**src/rtl/pulse_seq_cmd.sv**
```systemverilog
// UART-commanded pulse sequencer: parses checksummed config frames and plays per-channel pulses on trigger.
// Optional macro PULSE_REPEAT_EN adds a repeat-count byte to the frame and repeats the whole sequence.
module pulse_seq_cmd #(
  parameter int          CH_NUM      = 2,
  parameter int          W_WIDTH     = 16,
  parameter int          MIN_WIDTH   = 4,
  parameter logic [7:0]  HEADER      = 8'h07,
  parameter int          TIMEOUT_CYC = 500000
) (
  input  logic              sys_clk,
  input  logic              sys_rst_n,
  input  logic [7:0]        rx_data,
  input  logic              rx_valid,
  input  logic              trig_in,
  output logic [CH_NUM-1:0] pulse_out,
  output logic              busy,
  output logic              frame_ok,
  output logic              frame_err,
  output logic [CH_NUM-1:0] cfg_mask
);

`ifdef PULSE_REPEAT_EN
  localparam int FRAME_LEN = 2*CH_NUM+6;
`else
  localparam int FRAME_LEN = 2*CH_NUM+5;
`endif
  localparam int CNT_W = $clog2(FRAME_LEN+1);
  localparam int TMO_W = $clog2(TIMEOUT_CYC+1);
  localparam int CH_W  = (CH_NUM > 1) ? $clog2(CH_NUM) : 1;
  localparam logic [CNT_W-1:0]   LAST_IDX = CNT_W'(FRAME_LEN-1);
  localparam logic [TMO_W-1:0]   TMO_LAST = TMO_W'(TIMEOUT_CYC-1);
  localparam logic [W_WIDTH-1:0] MIN_W    = W_WIDTH'(MIN_WIDTH);
  localparam logic [W_WIDTH-1:0] ONE_W    = W_WIDTH'(1);

  typedef enum logic [1:0] {P_IDLE, P_RECV, P_CHECK} p_state_t;
  typedef enum logic [1:0] {S_IDLE, S_PULSE, S_GAP} s_state_t;

  // Frame fields are 16-bit; resize to the counter width, then clamp to the minimum.
  function automatic logic [W_WIDTH-1:0] clamp_field(input logic [15:0] v);
    logic [W_WIDTH-1:0] t;
    t = W_WIDTH'(v);
    return (t < MIN_W) ? MIN_W : t;
  endfunction

  function automatic logic [CH_NUM-1:0] onehot(input logic [CH_W-1:0] k);
    return CH_NUM'(1) << k;
  endfunction

  // Parser state
  p_state_t           p_state_q;
  logic [CNT_W-1:0]   byte_cnt_q;
  logic [TMO_W-1:0]   tmo_q;
  logic [7:0]         sum_q;
  logic [7:0]         buf_q [FRAME_LEN];
  logic               frame_ok_q, frame_err_q;

  // Committed configuration
  logic [CH_NUM-1:0]  cfg_mask_q;
  logic [W_WIDTH-1:0] cfg_width_q [CH_NUM];
  logic [W_WIDTH-1:0] cfg_gap_q;
  logic               pending_q;

  // Sequencer working copy
  s_state_t           s_state_q;
  logic [CH_NUM-1:0]  w_mask_q;
  logic [W_WIDTH-1:0] w_width_q [CH_NUM];
  logic [W_WIDTH-1:0] w_gap_q;
  logic [CH_W-1:0]    ch_q;
  logic [W_WIDTH-1:0] tcnt_q;
  logic [CH_NUM-1:0]  pulse_q;
  logic               busy_q;

`ifdef PULSE_REPEAT_EN
  logic [7:0]         cfg_rep_q;
  logic [7:0]         rep_left_q;
`endif

  // Decoded frame fields
  logic [W_WIDTH-1:0] width_d [CH_NUM];
  logic [W_WIDTH-1:0] gap_d;
  logic [CH_NUM-1:0]  mask_d;
  logic               sum_ok_d;
  logic               commit_d;

  for (genvar gi = 0; gi < CH_NUM; gi++) begin : g_dec
    assign width_d[gi] = clamp_field({buf_q[2+2*gi], buf_q[3+2*gi]});
  end
  assign gap_d    = clamp_field({buf_q[2*CH_NUM+2], buf_q[2*CH_NUM+3]});
  assign mask_d   = buf_q[1][CH_NUM-1:0];
  assign sum_ok_d = (sum_q == buf_q[FRAME_LEN-1]);
  assign commit_d = (p_state_q == P_CHECK) && sum_ok_d;

  // Channel search: lowest enabled channel, and next enabled channel above ch_q.
  logic [CH_W-1:0] first_cfg_d, first_w_d, next_d;
  logic            has_next_d;
  always_comb begin
    first_cfg_d = '0;
    first_w_d   = '0;
    next_d      = '0;
    has_next_d  = 1'b0;
    for (int i = CH_NUM-1; i >= 0; i--) begin
      if (cfg_mask_q[i]) first_cfg_d = CH_W'(i);
      if (w_mask_q[i]) first_w_d = CH_W'(i);
      if (w_mask_q[i] && (CH_W'(i) > ch_q)) begin
        next_d     = CH_W'(i);
        has_next_d = 1'b1;
      end
    end
  end

  always_ff @(posedge sys_clk) begin
    if (p_state_q == P_RECV && rx_valid) buf_q[byte_cnt_q] <= rx_data;
  end

  always_ff @(posedge sys_clk) begin
    if (!sys_rst_n) begin
      p_state_q   <= P_IDLE;
      byte_cnt_q  <= '0;
      tmo_q       <= '0;
      sum_q       <= '0;
      frame_ok_q  <= 1'b0;
      frame_err_q <= 1'b0;
      cfg_mask_q  <= '0;
      cfg_gap_q   <= MIN_W;
      for (int i = 0; i < CH_NUM; i++) cfg_width_q[i] <= MIN_W;
`ifdef PULSE_REPEAT_EN
      cfg_rep_q   <= '0;
`endif
    end else begin
      frame_ok_q  <= 1'b0;
      frame_err_q <= 1'b0;
      case (p_state_q)
        P_IDLE: begin
          if (rx_valid && rx_data == HEADER) begin
            p_state_q  <= P_RECV;
            byte_cnt_q <= CNT_W'(1);
            sum_q      <= rx_data;
            tmo_q      <= '0;
          end
        end
        P_RECV: begin
          if (rx_valid) begin
            tmo_q      <= '0;
            byte_cnt_q <= byte_cnt_q + CNT_W'(1);
            if (byte_cnt_q == LAST_IDX) p_state_q <= P_CHECK;
            else sum_q <= sum_q + rx_data;
          end else if (tmo_q == TMO_LAST) begin
            p_state_q   <= P_IDLE;
            frame_err_q <= 1'b1;
          end else begin
            tmo_q <= tmo_q + TMO_W'(1);
          end
        end
        P_CHECK: begin
          if (sum_ok_d) begin
            cfg_mask_q  <= mask_d;
            cfg_width_q <= width_d;
            cfg_gap_q   <= gap_d;
`ifdef PULSE_REPEAT_EN
            cfg_rep_q   <= buf_q[2*CH_NUM+4];
`endif
            frame_ok_q  <= 1'b1;
          end else begin
            frame_err_q <= 1'b1;
          end
          // A byte landing in this cycle is treated as if the parser were already idle.
          if (rx_valid && rx_data == HEADER) begin
            p_state_q  <= P_RECV;
            byte_cnt_q <= CNT_W'(1);
            sum_q      <= rx_data;
            tmo_q      <= '0;
          end else begin
            p_state_q  <= P_IDLE;
          end
        end
        default: p_state_q <= P_IDLE;
      endcase
    end
  end

  always_ff @(posedge sys_clk) begin
    if (!sys_rst_n) begin
      s_state_q <= S_IDLE;
      w_mask_q  <= '0;
      w_gap_q   <= MIN_W;
      for (int i = 0; i < CH_NUM; i++) w_width_q[i] <= MIN_W;
      ch_q      <= '0;
      tcnt_q    <= '0;
      pulse_q   <= '0;
      busy_q    <= 1'b0;
      pending_q <= 1'b0;
`ifdef PULSE_REPEAT_EN
      rep_left_q <= '0;
`endif
    end else begin
      case (s_state_q)
        S_IDLE: begin
          if (trig_in || pending_q) begin
            pending_q <= 1'b0;
            if (cfg_mask_q != '0) begin
              w_mask_q  <= cfg_mask_q;
              w_width_q <= cfg_width_q;
              w_gap_q   <= cfg_gap_q;
              ch_q      <= first_cfg_d;
              tcnt_q    <= cfg_width_q[first_cfg_d] - ONE_W;
              pulse_q   <= onehot(first_cfg_d);
              busy_q    <= 1'b1;
              s_state_q <= S_PULSE;
`ifdef PULSE_REPEAT_EN
              rep_left_q <= cfg_rep_q;
`endif
            end
          end
        end
        S_PULSE: begin
          if (tcnt_q == '0) begin
            pulse_q <= '0;
            if (has_next_d) begin
              ch_q      <= next_d;
              tcnt_q    <= w_gap_q - ONE_W;
              s_state_q <= S_GAP;
`ifdef PULSE_REPEAT_EN
            end else if (rep_left_q != '0) begin
              rep_left_q <= rep_left_q - 8'd1;
              ch_q       <= first_w_d;
              tcnt_q     <= w_gap_q - ONE_W;
              s_state_q  <= S_GAP;
`endif
            end else begin
              busy_q    <= 1'b0;
              s_state_q <= S_IDLE;
            end
          end else begin
            tcnt_q <= tcnt_q - ONE_W;
          end
        end
        S_GAP: begin
          if (tcnt_q == '0) begin
            pulse_q   <= onehot(ch_q);
            tcnt_q    <= w_width_q[ch_q] - ONE_W;
            s_state_q <= S_PULSE;
          end else begin
            tcnt_q <= tcnt_q - ONE_W;
          end
        end
        default: s_state_q <= S_IDLE;
      endcase
      // A frame accepted on the same edge as a start still leaves a run queued.
      if (commit_d) pending_q <= 1'b1;
    end
  end

`ifndef PULSE_REPEAT_EN
  logic unused_first_w;
  assign unused_first_w = ^first_w_d;
`endif

  assign pulse_out = pulse_q;
  assign busy      = busy_q;
  assign frame_ok  = frame_ok_q;
  assign frame_err = frame_err_q;
  assign cfg_mask  = cfg_mask_q;

endmodule

```
**config.mk**
```make
export PLATFORM = sky130hd
export DESIGN_NAME = pulse_seq_cmd
export DESIGN_NICKNAME = d
export VERILOG_FILES = /design/src/rtl/pulse_seq_cmd.sv
export SDC_FILE = /design/constraint.sdc
export NUM_CORES = 1
export LEC_CHECK = 0
export ABC_AREA = 1
export CAP_MARGIN = 25
export CORE_ASPECT_RATIO = 0.5
export CORE_UTILIZATION = 50
export DETAILED_ROUTE_END_ITERATION = 12
export PLACE_DENSITY_LB_ADDON = 0.2
export SLEW_MARGIN = 20
export SYNTH_ARGS = -nofsm -noshare
export SYNTH_HDL_FRONTEND = slang
export SYNTH_SLANG_ARGS = --single-unit
export TNS_END_PERCENT = 20
```
**constraint.sdc**
```tcl
create_clock -name sys_clk -period 2.4 [get_ports sys_clk]
set_input_delay 0.48 -clock sys_clk [delete_from_list [all_inputs] [get_ports sys_clk]]
set_output_delay 0.48 -clock sys_clk [all_outputs]
set_load 0.1 [all_outputs]
```
==> summary.md, run 1 <==
| Metric | Value |
|---|---|
| Status | `finished, final reports clean` |
| Grt ovf | `0` |
| GPL Wtd Cong | `0.964` |
| Post-synthesis cell type count | `a little under 50` |
| Fin Hold WS | `roughly 0.35 ns` |
| Core Region | `around 22000 µm²` |
| Synth top cells by count | `380 x nand2_1, 157 x dfxtp_1, 150 x inv_1` |
| Worst path required time | `about 2.8 ns` |
| Max Cap Viol | `0` |
| Die height | `between 100 and 150 µm` |
| Vias in the first global route | `a little over 9k` |
| Syn Std Cell Area | `11300 µm²` |
| Die area | `roughly 23000 µm²` |
| Antenna fix cells | `0` |
| Pint | `0.00653 W` |
| Switching Power | `between 0.003 and 0.004 W` |
| Postcts setup bufs | `0` |
| Final hold violations | `0` |
| Via count | `slightly above 10k` |
| WP data arrival | `~2.7 ns` |
| PD cells | `~790 nW/µm²` |
| Mean Syn Cell Area | `about 7.4 µm²` |
| Post-synth EDFFs | `58` |
| Design area | `~13000 µm²` |
| Remaining DRCs | `0` |
| DR pass1 iterations | `7` |
| Kind of critical path | `register to register` |
| Synth area leaders | `dfxtp_1 28%, edfxtp_1 15%, nand2_1 13%` |
| Clock skew | `around 0.019 ns` |
| Num rows | `38` |
| Largest net degree at the start of global routing | `83` |
| Peak VDD IR | `roughly 640 µV` |
| CTS tree | `built` |
| Finish-stage setup viols | `0` |
| Longest Clk Path Bufs | `3` |
| Crit path max fanout | `8` |
| Antenna violations before repair | `0` |
| Relative slew slack | `62.5%` |
| Avg Vias per Cell | `5.40` |
| Crit. End Element | `register` |
| CTS clk-pin slew, worst paths | `roughly 0.06 ns` |
| Logic pwr share | `a little over a quarter` |
| Net Count, Synth | `1575` |
| Asr flop ratio synth | `0%` |
| RSZ-0062 raised after global routing | `false` |
| Fin nets | `between 1.5k and 2k` |
| Synth top area share | `between 20% and 30%` |
| Number of port buffers | `18` |
| DRT iter0 DRCs | `~800` |
| Clock Power Share | `32.5%` |
| Area grow syn2layout | `11.2%` |
| Startpoint Class | `register` |
| H-tree depth | `1` |
| Syn Inst Count | `around 1.5k` |
| Post-layout min period | `around 2.2 ns` |
| F_max | `approximately 0.45 GHz` |
| Detailed placement HPWL | `roughly 22 mm` |
| Yosys Warn Count | `0` |
| First-pass GRT wire length | `slightly below 50 mm` |
| GR Util All Layers | `roughly a quarter` |
| Sw frac | `around a third` |
| IO Count | `19` |
| Starting density of the core | `51.6%` |
| Final Max Slew Viols | `0` |
| Clk_lat worst skew | `0.52 ns` |
| Post-DRT Antenna Nets | `0` |
| Leading area contributor after synthesis | `dfxtp_1` |
| Layout cells sized above 1 | `roughly a tenth` |
| Slew @ Worst Pin | `approximately 0.56 ns` |
| Count leader, synth | `nand2_1` |
| Leakage power | `just over 5 nW` |
| Post-DP Area | `roughly 12000 µm²` |
| Reg2reg setup slack | `roughly 0.16 ns` |
| WL/cell | `roughly 16 µm` |
| Flop pwr share | `40.5%` |
| Synth Register Bits | `between 200 and 250` |
| Clock Sinks | `215` |
| Period utilization | `about 93%` |
| Final wirelength | `approximately 30 mm` |
| Die X | `215 µm` |
| Synth Flop Type | `dfxtp_1` |
| HP Class | `input port to register` |
| Clock buffer count from CTS | `21` |
| Fin cells | `around 1.9k` |
| Sequential share of the synthesized area | `between 40 and 50%` |
| Root Driver | `clkbuf_16` |
| Placed Cells | `about 1.8k` |
## flip-flops by register name, summed over array words and instances, names as in the netlist, 2 cells and up
name / count
buf_q: 58
p_state_q: 2
sum_q: 8
s_state_q: 2
w_width_q: 32
byte_cnt_q: 4
cfg_mask: 2
w_gap_q: 16
tmo_q: 19
pulse_out: 2
cfg_gap_q: 16
cfg_width_q: 32
tcnt_q: 16
## power by group through the flow
stage	sequential (W)	combinational (W)	clock, W
after floorplan	0.00411	0.00188	0
after global placement	0.00409	0.00257	0
after detailed placement	0.00410	0.00263	0
after CTS	0.00402	0.00265	0.00330
after global routing	0.00404	0.00299	0.00343
final	0.00402	0.00268	0.00323
## cell usage in the layout, fill, tap and decap left out, drive strengths merged, types with 2 or more instances in the layout
cell / Yosys / layout
nand4: 23 / 23
nor2: 156 / 156
dfxtp: 157 / 157
nand3: 91 / 91
nand2: 391 / 391
nand3b: 3 / 3
buf: 29 / 51
a21oi: 142 / 142
xnor2: 7 / 7
a211oi: 10 / 10
ha: 24 / 24
nor3: 31 / 31
edfxtp: 58 / 58
nor4: 14 / 14
inv: 160 / 163
o211ai: 7 / 7
or2: 5 / 5
clkbuf: 32 / 30
clkinv: 4 / 8
xor2: 26 / 26
o22ai: 4 / 4
o21ai: 151 / 151
clkdlybuf4s50: 0 / 10
a31oi: 4 / 4
nor3b: 2 / 2
## path summary, 6_finish.rpt
kind	start	end	depth (start not counted)
hold reg to reg	cfg_gap_q[7]	cfg_gap_q[7]	2
hold / removal	sys_rst_n	tmo_q[0]	3
setup reg to reg	tcnt_q[0]	tcnt_q[11]	15
setup / recovery	tcnt_q[0]	tcnt_q[11]	15
## cells by family (layout without fill, tap and decap cells)
group	Yosys count	after routing	synth area share, %
AO/OA/AOI/OAI	322	322	15.4
XOR/XNOR	33	33	2.56
adder cells (fa/ha/maj)	25	25	2.83
buffers and inverters	225	263	8.48
flip-flops	215	215	43.2
AND/OR/NAND/NOR	718	718	27.6
## area by class of cell
class / instances / area [µm²]
Clock buffer: 30 / 609
Clock inverter: 8 / 55.1
Fill cell: 2051 / 9340
Inverter: 164 / 621
Multi-Input combinational cell: 1098 / 5480
Sequential cell: 215 / 4890
Tap cell: 300 / 375
Timing Repair Buffer: 61 / 556
## metal layers
metal	part of all wire [%]	wire (µm)	up-vias	track usage (%)
li1	-	-	5139	-
met5	0	0	-	0
met3	7.1	2120	47	4.87
met2	42	12700	326	39.9
met1	49	14600	4626	38.6
met4	2.0	587	0	5.66
## metrics by stage
| step | power, W | setup WS (ns) | utilization [%] | setup TNS, ns |
|---|---|---|---|---|
| final | 0.00994 | 0.160 | 57.4 | 0 |
| after detailed placement | 0.00673 | -0.0289 | 54.3 | -0.0289 |
| after global routing | 0.0105 | 0.00327 | 57.4 | 0 |
| after floorplan | 0.00598 | 0.161 | - | 0 |
| after global placement | 0.00667 | -0.0416 | 54.3 | -0.0416 |
| after CTS | 0.00997 | 0.125 | 57.4 | 0 |
## critical path: stages (launching register included)
cell,delay (ns)
dfxtp_1,0.31
inv_1,0.10
ha_1,0.26
nand2_2,0.10
nor2_4,0.14
nand2_2,0.08
nor2_4,0.16
nand2_1,0.11
nor2_2,0.34
nand3_1,0.17
nand2_1,0.09
nand2_1,0.05
nand2_1,0.05
nand3_1,0.07
nand2_1,0.08
inv_1,0.04
## timing repair
| item | 4_1_cts | 5_1_grt |
|---|---|---|
| hold buffers | 0 | 0 |
| gates resized for setup | 0 | 2 |
| setup endpoints to repair | 0 | 6 |
| hold endpoints to repair | 0 | 0 |
No activity file was read; power rests on OpenSTA's default activity.
==> inputs of run 2 (changes only) <==
CELL_PAD_IN_SITES_DETAIL_PLACEMENT = 0   (was unset)
CELL_PAD_IN_SITES_GLOBAL_PLACEMENT = 1   (was unset)
CORE_UTILIZATION = 47   (was 50)
==> run 2 against run 1 <==
  * Hold slack better by 0.077 ns
  * Critical path depth is 3 lower
  * Clock-buffer cell count is 4 lower
  * Critical path type unchanged
  * Largest cell class unchanged
  * Sequential power hardly changed
  * Combinational power hardly changed
  * Clock skew is 0.0064 ns lower
  * Final cell count is 0.75% higher
  * Via count is 0.28% lower
==> summary.md, run 2 (synthesized netlist as in run 1, its figures left out) <==
| Metric | Value |
|---|---|
| Grt ovf | `0 (unchanged)` |
| Postcts setup bufs | `0 (unchanged)` |
| Clock Sinks | `215 (unchanged)` |
| Die height | `112 µm (+3.1%)` |
| Hold_buf cts | `0 (unchanged)` |
| Num rows | `39 (+2.6%)` |
| Multi-input gate area | `5480 µm² (about the same)` |
| Regs by FF count | `buf_q (58), cfg_width_q (32), w_width_q (32)` |
| Die X | `221 µm (+3.1%)` |
| WHS Path Cells | `3 (unchanged)` |
| WP data arrival | `2.68 ns (+0.03 ns)` |
| RSZ-0062 raised after global routing | `false` |
| Register area | `4890 µm² (about the same)` |
| Final wirelength | `30.9 mm (+3.1%)` |
| Dpl ws | `-0.106 ns (-0.0770 ns)` |
| Peak VDD IR | `453 µV (-29%)` |
| Final hold violations | `0 (unchanged)` |
| H-tree depth | `1 (unchanged)` |
| F_max | `0.447 GHz (+0.22%)` |
| CTS clk-pin slew, worst paths | `0.06 ns (about the same)` |
| Detailed placement HPWL | `22.6 mm (+3.6%)` |
| Commonest non-fill, non-tap cell in the layout | `nand2_1` |
| DR pass1 iterations | `5 (-2)` |
| Period utilization | `93.1% (-0.21 points)` |
| First-pass GRT wire length | `49.8 mm (+2.4%)` |
| Fin nets | `1605 (+0.44%)` |
| Startpoint Class | `register` |
| Clock buffer count from CTS | `21 (unchanged)` |
| Post-DRT Antenna Nets | `0 (unchanged)` |
| IO Count | `19 (unchanged)` |
| Status | `finished, final reports clean` |
| Die area | `24700 µm² (+6.3%)` |
| Antenna violations before repair | `1 (+1)` |
| Clock skew | `0.0128 ns (-0.00644 ns)` |
| Worst path required time | `2.85 ns (+0.04 ns)` |
| WL/cell | `16.3 µm (+2.4%)` |
| Crit. End Element | `register` |
| Number of flip-flops under the largest register name | `58 (unchanged)` |
| Area grow syn2layout | `11.9%` |
| Crit path max fanout | `18 (+10)` |
| Post-layout min period | `2.23 ns (-0.00499 ns)` |
| Vias in the first global route | `9287 (+1.2%)` |
| Most flop-heavy register | `buf_q` |
| Clk_lat worst skew | `0.52 ns (about the same)` |
| DRT iter0 DRCs | `740 (-9.3%)` |
| Avg Vias per Cell | `5.35 (-1.0%)` |
| Relative slew slack | `60.3% (-2.2 points)` |
| Most frequent cells in the layout | `379 x nand2_1, 154 x dfxtp_1, 150 x inv_1, 138 x a21oi_1, 135 x nor2_1` |
| Core Region | `23200 µm² (+6.0%)` |
| HP Class | `input port to register` |
| Fillers | `2219 (+8.2%)` |
| Fin worst setup slack | `0.165 ns (+0.00499 ns)` |
| Kind of critical path | `register to register` |
| Number of port buffers | `18 (unchanged)` |
| Longest Clk Path Bufs | `3 (unchanged)` |
| Leakage power | `5.16 nW (+0.54%)` |
| Remaining DRCs | `0 (unchanged)` |
| Max Cap Viol | `0 (unchanged)` |
| Via count | `10.1k (-0.28%)` |
| Starting density of the core | `48.7% (-2.9 points)` |
| Final Max Slew Viols | `0 (unchanged)` |
| Utilization after layout | `54.5% (-2.9 points)` |
| Slew @ Worst Pin | `0.596 ns (+0.0351 ns)` |
| GPL Wtd Cong | `0.917 (-4.9%)` |
| PD cells | `793 nW/µm² (+0.39%)` |
| Largest net degree at the start of global routing | `92 (+11%)` |
| GR Util All Layers | `25.0% (-1.2 points)` |
| Layout cells sized above 1 | `10.2% (+0.34 points)` |
| CTS tree | `built` |
| Root Driver | `clkbuf_16` |
| Finish-stage setup viols | `0 (unchanged)` |
| Reg2reg path depth | `12 (-3)` |
| CTS resizes | `0 (unchanged)` |
run 2: routing by layer:
layer	routed length, µm	up-vias	GRT usage [%]
met5	0	-	0
met4	558	0	5.73
met3	1750	40	4.22
met2	12900	278	37.3
met1	15700	4646	37.6
li1	-	5146	-
run 2: through the flow:
step	instance area [µm²]	total power, W	hold WS, ns	TNS, ns	instances
6_report	12600	0.0100	0.428	0	1890
5_1_grt	12600	0.0106	0.443	0	1890
4_1_cts	12600	0.0100	0.422	0	1889
3_5_place_dp	12000	0.00674	0.447	-0.106	1852
3_3_place_gp	12000	0.00671	0.440	-0.0921	1852
2_1_floorplan	11300	0.00598	0.429	0	1538
run 2: layout make-up:
cell class | instances | area share, %
clock inverters | 11 | 0.890
multi-input cells | 1098 | 43.3
clock buffers | 26 | 4.38
well taps | 307 | 3.04
inverters | 164 | 4.89
repair buffers | 68 | 4.81
diodes | 1 | 0.0198
flip-flops and latches | 215 | 38.6
run 2: final timing paths:
check / startpoint / to / slack (ns)
max: cfg_mask[0] / tcnt_q[8] / 0.17
min reg2reg: cfg_gap_q[7] / cfg_gap_q[7] / 0.46
max reg2reg: cfg_mask[0] / tcnt_q[8] / 0.17
min: sys_rst_n / cfg_width_q[11] / 0.43
run 2: report_power, final:
group | switching [W] | total [W] | internal (W)
sequential | 0.000151 | 0.00403 | 0.00388
combinational | 0.00182 | 0.00268 | 0.000858
clock | 0.00146 | 0.00333 | 0.00186
run 2: worst max-delay path, stage by stage (launching register included):
cell and delay (ns):
dfxtp_2 0.33, inv_1 0.08, nand2_2 0.21, buf_4 0.28
o21ai_1 0.39, nor2_1 0.14, nand2_1 0.12, nor2_2 0.05
nand2_1 0.06, nand2_1 0.08, a21oi_1 0.19, nand2_1 0.11
a21oi_2 0.12
==> inputs of run 3 (changes only) <==
SKIP_LAST_GASP = 1   (was unset)
TNS_END_PERCENT = unset   (was 20)
==> results of run 3 <==
No change in the layout: final DEF, timing and power equal those of run 2.
